===== config.mk =====
export PLATFORM = sky130hd
export DESIGN_NAME = vec_collect
export DESIGN_NICKNAME = d
export VERILOG_FILES = /design/src/rtl/vec_pkg.sv /design/src/rtl/vec_out_reg.sv /design/src/rtl/vec_collect.sv
export SDC_FILE = /design/constraint.sdc
export NUM_CORES = 1
export LEC_CHECK = 0
export CORE_MARGIN = 4
export CORE_UTILIZATION = 56
export DETAILED_ROUTE_END_ITERATION = 10
export PLACE_DENSITY = 0.89
export SLEW_MARGIN = 30
export SYNTH_ARGS = -nofsm -noshare
export SYNTH_HDL_FRONTEND = slang
export SYNTH_SLANG_ARGS = --single-unit

===== constraint.sdc =====
create_clock -name clk_i -period 4.6 [get_ports clk_i]
set_input_delay 1.38 -clock clk_i [delete_from_list [all_inputs] [get_ports clk_i]]
set_output_delay 1.38 -clock clk_i [all_outputs]
set_load 0.01 [all_outputs]

===== src/rtl/vec_pkg.sv =====
// vec_pkg -- shared types and defaults for the four-lane operand interface.
//
// Contents:
//   VEC_W        default lane/sample width in bits
//   VEC_N        default lanes per vector
//   lane_t       one lane of VEC_W bits
//   cnt_t        lane count wide enough to hold 0..VEC_N
//   out_state_t  EMPTY/FULL state of the output holding register
package vec_pkg;

  localparam int VEC_W = 8;
  localparam int VEC_N = 4;

  typedef logic [VEC_W-1:0] lane_t;
  typedef logic [$clog2(VEC_N+1)-1:0] cnt_t;

  typedef enum logic {
    OUT_EMPTY = 1'b0,
    OUT_FULL  = 1'b1
  } out_state_t;

endpackage


===== src/rtl/vec_out_reg.sv =====
// vec_out_reg -- output holding register of the vector collector.
//
// Holds one complete (or flushed) vector, its lane count and, when the
// VEC_COLLECT_SUM_EN macro is defined, the registered lane sum. The register
// is EMPTY or FULL. Contents only change on a load edge, so they stay stable
// while FULL and waiting for the consumer.
//
// Ports:
//   clk_i    in   clock, rising edge
//   rst_ni   in   asynchronous active-low reset
//   load_i   in   capture data_i/count_i(/sum_i) this edge (caller ensures
//                 the register is empty or being drained on the same edge)
//   data_i   in   N lanes of W bits, lane 0 oldest
//   count_i  in   number of meaningful lanes
//   sum_i    in   lane sum (VEC_COLLECT_SUM_EN only)
//   ready_i  in   consumer accepts the held vector
//   valid_o  out  register is FULL
//   data_o   out  held vector
//   count_o  out  held lane count
//   sum_o    out  held lane sum (VEC_COLLECT_SUM_EN only)
module vec_out_reg
  import vec_pkg::*;
#(
  parameter int W  = VEC_W,
  parameter int N  = VEC_N,
  parameter int CW = $clog2(N+1)
) (
  input  logic          clk_i,
  input  logic          rst_ni,
  input  logic          load_i,
  input  logic [W-1:0]  data_i [N-1:0],
  input  logic [CW-1:0] count_i,
`ifdef VEC_COLLECT_SUM_EN
  input  logic [W-1:0]  sum_i,
  output logic [W-1:0]  sum_o,
`endif
  input  logic          ready_i,
  output logic          valid_o,
  output logic [W-1:0]  data_o [N-1:0],
  output logic [CW-1:0] count_o
);

  out_state_t state_reg;
  out_state_t state_next;

  always_ff @(posedge clk_i or negedge rst_ni) begin
    if (!rst_ni) begin
      state_reg <= OUT_EMPTY;
    end else begin
      state_reg <= state_next;
    end
  end

  // A load always leaves the register FULL; a drain without a same-edge
  // load empties it.
  always_comb begin
    state_next = state_reg;
    case (state_reg)
      OUT_EMPTY: begin
        if (load_i) state_next = OUT_FULL;
      end
      OUT_FULL: begin
        if (load_i)       state_next = OUT_FULL;
        else if (ready_i) state_next = OUT_EMPTY;
      end
      default: state_next = OUT_EMPTY;
    endcase
  end

  assign valid_o = (state_reg == OUT_FULL);

  genvar gi;
  generate
    for (gi = 0; gi < N; gi++) begin : g_lane
      always_ff @(posedge clk_i or negedge rst_ni) begin
        if (!rst_ni) begin
          data_o[gi] <= '0;
        end else if (load_i) begin
          data_o[gi] <= data_i[gi];
        end
      end
    end
  endgenerate

  always_ff @(posedge clk_i or negedge rst_ni) begin
    if (!rst_ni) begin
      count_o <= '0;
    end else if (load_i) begin
      count_o <= count_i;
    end
  end

`ifdef VEC_COLLECT_SUM_EN
  always_ff @(posedge clk_i or negedge rst_ni) begin
    if (!rst_ni) begin
      sum_o <= '0;
    end else if (load_i) begin
      sum_o <= sum_i;
    end
  end
`endif

endmodule


===== src/rtl/vec_collect.sv =====
// vec_collect -- stream-to-vector collector.
//
// Accepts W-bit samples one per handshake and packs every N consecutive
// samples into an N-lane vector (lane 0 oldest). The first N-1 samples sit in
// an assembly register; the completing sample goes straight into the output
// register together with them, so collection of the next vector continues
// while the current one waits for the consumer. flush_i emits a partially
// filled vector, zero-padded, including any sample accepted on the same edge.
//
// Optional feature (macro VEC_COLLECT_SUM_EN): adds m_sum_o, the modulo-2^W
// sum of all lanes of the loaded vector, registered with the vector.
//
// Ports:
//   clk_i      in   clock, rising edge
//   rst_ni     in   asynchronous active-low reset
//   s_valid_i  in   input sample valid
//   s_data_i   in   input sample (W bits)
//   s_ready_o  out  collector can accept a sample this cycle
//   flush_i    in   emit the partial vector (held until it takes effect)
//   m_valid_o  out  output vector valid
//   m_data_o   out  output vector, N lanes of W bits
//   m_count_o  out  number of meaningful lanes, 1..N
//   m_sum_o    out  lane sum (VEC_COLLECT_SUM_EN only)
//   m_ready_i  in   consumer accepts the vector
module vec_collect
  import vec_pkg::*;
#(
  parameter int W = VEC_W,
  parameter int N = VEC_N
) (
  input  logic                      clk_i,
  input  logic                      rst_ni,
  input  logic                      s_valid_i,
  input  logic [W-1:0]              s_data_i,
  output logic                      s_ready_o,
  input  logic                      flush_i,
  output logic                      m_valid_o,
  output logic [W-1:0]              m_data_o [N-1:0],
  output logic [$clog2(N+1)-1:0]    m_count_o,
`ifdef VEC_COLLECT_SUM_EN
  output logic [W-1:0]              m_sum_o,
`endif
  input  logic                      m_ready_i
);

  localparam int CW = $clog2(N+1);
  localparam logic [CW-1:0] LAST = CW'(N-1);

  logic [CW-1:0] cnt_reg;
  logic [CW-1:0] cnt_next;
  logic [W-1:0]  asm_reg [N-2:0];
  // Assembly lanes padded to N so lane selection needs no range special case.
  logic [W-1:0]  asm_pad [N-1:0];

  logic          load_ok;
  logic          beat;
  logic          complete;
  logic          flush_fire;
  logic          load;
  logic [CW-1:0] eff_cnt;
  logic [W-1:0]  load_data [N-1:0];

  // The output register can take a new vector when it is empty or is
  // being drained on this edge.
  assign load_ok   = !m_valid_o || m_ready_i;
  // Only the completing beat needs space in the output register.
  assign s_ready_o = !(cnt_reg == LAST && !load_ok);
  assign beat      = s_valid_i && s_ready_o;
  assign complete  = beat && (cnt_reg == LAST);
  assign eff_cnt   = cnt_reg + CW'(beat);

  // A completing beat already implies load_ok; a same-edge flush is then
  // absorbed by the full vector.
  assign flush_fire = flush_i && load_ok && (eff_cnt != '0);
  assign load       = complete || flush_fire;

  always_comb begin
    cnt_next = cnt_reg;
    if (load)      cnt_next = '0;
    else if (beat) cnt_next = cnt_reg + 1'b1;
  end

  always_ff @(posedge clk_i or negedge rst_ni) begin
    if (!rst_ni) begin
      cnt_reg <= '0;
    end else begin
      cnt_reg <= cnt_next;
    end
  end

  genvar gi;
  generate
    for (gi = 0; gi < N-1; gi++) begin : g_asm
      // A beat that triggers a load goes directly to the output register,
      // so the assembly lane is only written on non-loading beats.
      always_ff @(posedge clk_i or negedge rst_ni) begin
        if (!rst_ni) begin
          asm_reg[gi] <= '0;
        end else if (beat && !load && cnt_reg == CW'(gi)) begin
          asm_reg[gi] <= s_data_i;
        end
      end
      assign asm_pad[gi] = asm_reg[gi];
    end
  endgenerate
  assign asm_pad[N-1] = '0;

  // Lanes below cnt come from assembly, lane cnt takes the same-cycle beat,
  // everything above is zero padding.
  always_comb begin
    for (int i = 0; i < N; i++) begin
      load_data[i] = '0;
      if (CW'(i) < cnt_reg) begin
        load_data[i] = asm_pad[i];
      end else if (beat && CW'(i) == cnt_reg) begin
        load_data[i] = s_data_i;
      end
    end
  end

`ifdef VEC_COLLECT_SUM_EN
  logic [W-1:0] load_sum;

  // Natural W-bit wrap gives the modulo-2^W sum.
  always_comb begin
    load_sum = '0;
    for (int i = 0; i < N; i++) begin
      load_sum = load_sum + load_data[i];
    end
  end
`endif

  vec_out_reg #(
    .W  (W),
    .N  (N),
    .CW (CW)
  ) u_out (
    .clk_i   (clk_i),
    .rst_ni  (rst_ni),
    .load_i  (load),
    .data_i  (load_data),
    .count_i (eff_cnt),
`ifdef VEC_COLLECT_SUM_EN
    .sum_i   (load_sum),
    .sum_o   (m_sum_o),
`endif
    .ready_i (m_ready_i),
    .valid_o (m_valid_o),
    .data_o  (m_data_o),
    .count_o (m_count_o)
  );

endmodule


==> metrics.md <==
| Metric | Value |
|---|---|
| Status | `complete, no violations` |
| Via density | `roughly 5.8` |
| Starting density of the core | `58.7%` |
| Largest Register | `u_out.data_o` |
| Syn Nets | `~270` |
| Hold Path End | `u_out.data_o[9]$_DFFE_PN0P_` |
| CTS clk-pin slew, worst paths | `70 ps` |
| Final period utilization | `92.0%` |
| Slew headroom | `between 40% and 50%` |
| CTS Buffer Depth | `2` |
| RSZ-0062 raised after global routing | `no` |
| Gate Count Post-Synth | `251` |
| IO Pins | `50` |
| Setup WS pre-CTS | `366 ps` |
| Setup_tns | `0 ps` |
| Synth cell count leaders | `63 x dfrtp_1, 27 x mux2_2, 24 x nand2_1, 22 x a22oi_1, 19 x a21oi_1` |
| CP Max Fanout | `4` |
| Yosys cell types | `33` |
| Global-route wire length before repair | `11.1 mm` |
| CP startpoint | `m_ready_i` |
| Hold Path Stages | `2` |
| Residual DRC | `0` |
| Layout fillers | `332` |
| Syn. warnings | `0` |
| Critical path cell sequence | `clkdlybuf4s50_1, nand2b_1, nor3_1, inv_1, clkdlybuf4s50_1` |
| Top-area cell type share of the netlist area | `56.1%` |
| Clock sinks | `63` |
| Slowest cell on crit path | `clkdlybuf4s50_1` |
| Most area-consuming cells after synthesis | `dfrtp_1 56%, mux2_2 11%, a22oi_1 5.9%, a21oi_1 3.4%, nor3_1 3.2%` |
| Hold Vio Cnt, Final | `0` |
| Peak VDD IR | `0.421 mV` |
| Reg2reg start | `cnt_reg[1]$_DFFE_PN0P_` |
| CTS Hold Bufs | `0` |
| CP peak stage delay | `480 ps` |
| Number of CTS-inserted buffers | `9` |
| Clk_skew | `8.97 ps` |
| Minimum clock period | `4230 ps` |
| Max reg flops | `32` |
| Min-Delay Path Class | `register to register` |
| Die Wd | `78.8 µm` |
| Flops & latches, synth | `63` |
| Fmax | `0.236 GHz` |
| Overflow after GRT | `0` |
| Final worst setup slack | `366 ps` |
| Die height | `78.8 µm` |
| Clock insertion delay at the later pin of the skew report | `340 ps` |
| EDFF count, synth | `0` |
| Share of synthesized flip-flops with an asynchronous set or reset | `100%` |
| Final RePlAce weighted congestion | `0.784` |
| Max Cap Viol | `0` |
| Pleak | `1.53 nW` |
| First-pass DRT Iterations | `4` |
| Post-cts resize count | `0` |
| Worst Setup Start Kind | `primary input` |
| Most frequent cell after synthesis | `dfrtp_1` |
| IO Port Bufs | `~50` |
| R2R Path End | `asm_pad[3]$_DFFE_PN0P_` |
| Most numerous cell on the critical path | `clkdlybuf4s50_1` |
| Layout cells sized above 1 | `between 10% and 20%` |
| CTS tree | `yes` |
| Area Growth Syn to Fin | `24.4%` |
| N_diodes | `0` |
| Via count | `2161` |
| Vias in the first global route | `2238` |
| DRT Wirelength | `6.47 mm` |
| Core Area | `around 4800 µm²` |
| Post-DP HPWL | `4.33 mm` |
| Final ANT Viol Nets | `0` |
| Die area | `6210 µm²` |
| Power Total | `2.40 mW` |
| Post-CTS Setup Inserts | `0` |
| Worst setup path class | `primary input to primary output` |
| Num rows | `25` |
| Worst hold slack | `498 ps` |
| Clk root buf | `clkbuf_8` |
| Worst Hold Launch | `u_out.data_o[9]$_DFFE_PN0P_` |
| R2r setup slk | `1580 ps` |
| Routed wire per std cell | `17.5 µm` |
| Initial antenna violation count | `0` |
| H-Tree Depth | `3` |
| Register area share after synthesis | `a little under three fifths` |
| Power Density | `slightly below 700 nW/µm²` |
| CP endpoint kind | `primary output` |
| Slew @ Worst Pin | `841 ps` |
| Largest net degree at the start of global routing | `between 40 and 50` |
| Final Setup Violations | `0` |
| Largest area contributor in the netlist | `dfrtp_1` |
| Tot GR Track Use | `between 20% and 30%` |
| DRT iter0 DRCs | `roughly 220` |
| Prevailing post-synth register cell | `dfrtp_1` |
| Arrival time worst endpoint | `2850 ps` |
| Synth Area per Inst | `11.2 µm²` |
| Worst Path Required | `~3200 ps` |
| R2r worst-path depth | `9` |
| Final Net Count | `319` |
| Slew Viols, Final | `0` |
| Post-Syn Area | `2810 µm²` |
[cells in the final DEF (no fill, tap or decap), drive strengths merged]
cell	instances
nor3	19
and3b	1
clkinv	4
dfrtp	63
nand2	26
nor2b	2
a21oi	19
o31ai	1
nand4	2
buf	8
clkbuf	9
o311a	1
inv	4
nand3	17
a31oi	1
xor2	1
nor3b	1
or2	1
mux2	27
nor2	4
nand3b	1
ha	5
clkinvlp	1
clkdlybuf4s50	48
a22oi	22
nand2b	2
o311ai	1
or3	2
and3	2
o21ai	9
[how the worst max path moves through the flow]
stage,to,slack (ps),cells past startpoint
finish,s_ready_o,370,5
global route,s_ready_o,260,5
CTS,s_ready_o,350,5
detailed placement,s_ready_o,370,5
global placement,s_ready_o,420,5
floorplan,u_out.count_o[1]$_DFFE_PN0P_,880,11
[cell families after synthesis]
kind of cell	count (synthesis)	synth area share, %
xor+xnor	1	0.312
simple gates	80	14.5
compound gates	54	12.3
buf+inv	21	3.74
flops	63	56.1
mux	27	10.8
fa+ha+maj	5	2.23
[metrics by stage]
stage	util [%]	cells	instance area [µm²]
after detailed placement	69.8	357	3340
after global placement	69.8	357	3340
after global routing	73.0	371	3490
after floorplan	-	251	2810
final	73.0	371	3490
after CTS	73.0	371	3490
[layer usage]
| metal | track usage, % | routed length [µm] | up-vias |
|---|---|---|---|
| met5 | 0 | 0 | - |
| met4 | 9.97 | 107 | 0 |
| met3 | 5.33 | 314 | 9 |
| met2 | 39.3 | 3320 | 71 |
| met1 | 29.7 | 2730 | 1077 |
| li1 | - | - | 1004 |
[where the power goes]
group	switching [mW]	internal [mW]
logic	0.524	0.542
registers	0.151	0.800
clock network	0.202	0.185
total	0.877	1.53
[final cells by class]
class                      count  area, µm²  area share [%]
multi-input combinational    167       1130            32.3
timing repair buffer          56        541            15.5
clock buffer                   9        124            3.54
inverter                       4       15.0           0.430
tap                           67       83.8            2.40
clock inverter                 5       27.5           0.788
sequential                    63       1580            45.1
[worst max-delay path: cells and delay by family]
| family | cells | cell delay [ps] |
|---|---|---|
| buf+inv | 3 | 940 |
| simple gates | 2 | 520 |
Power figures use the tool's default switching activity.
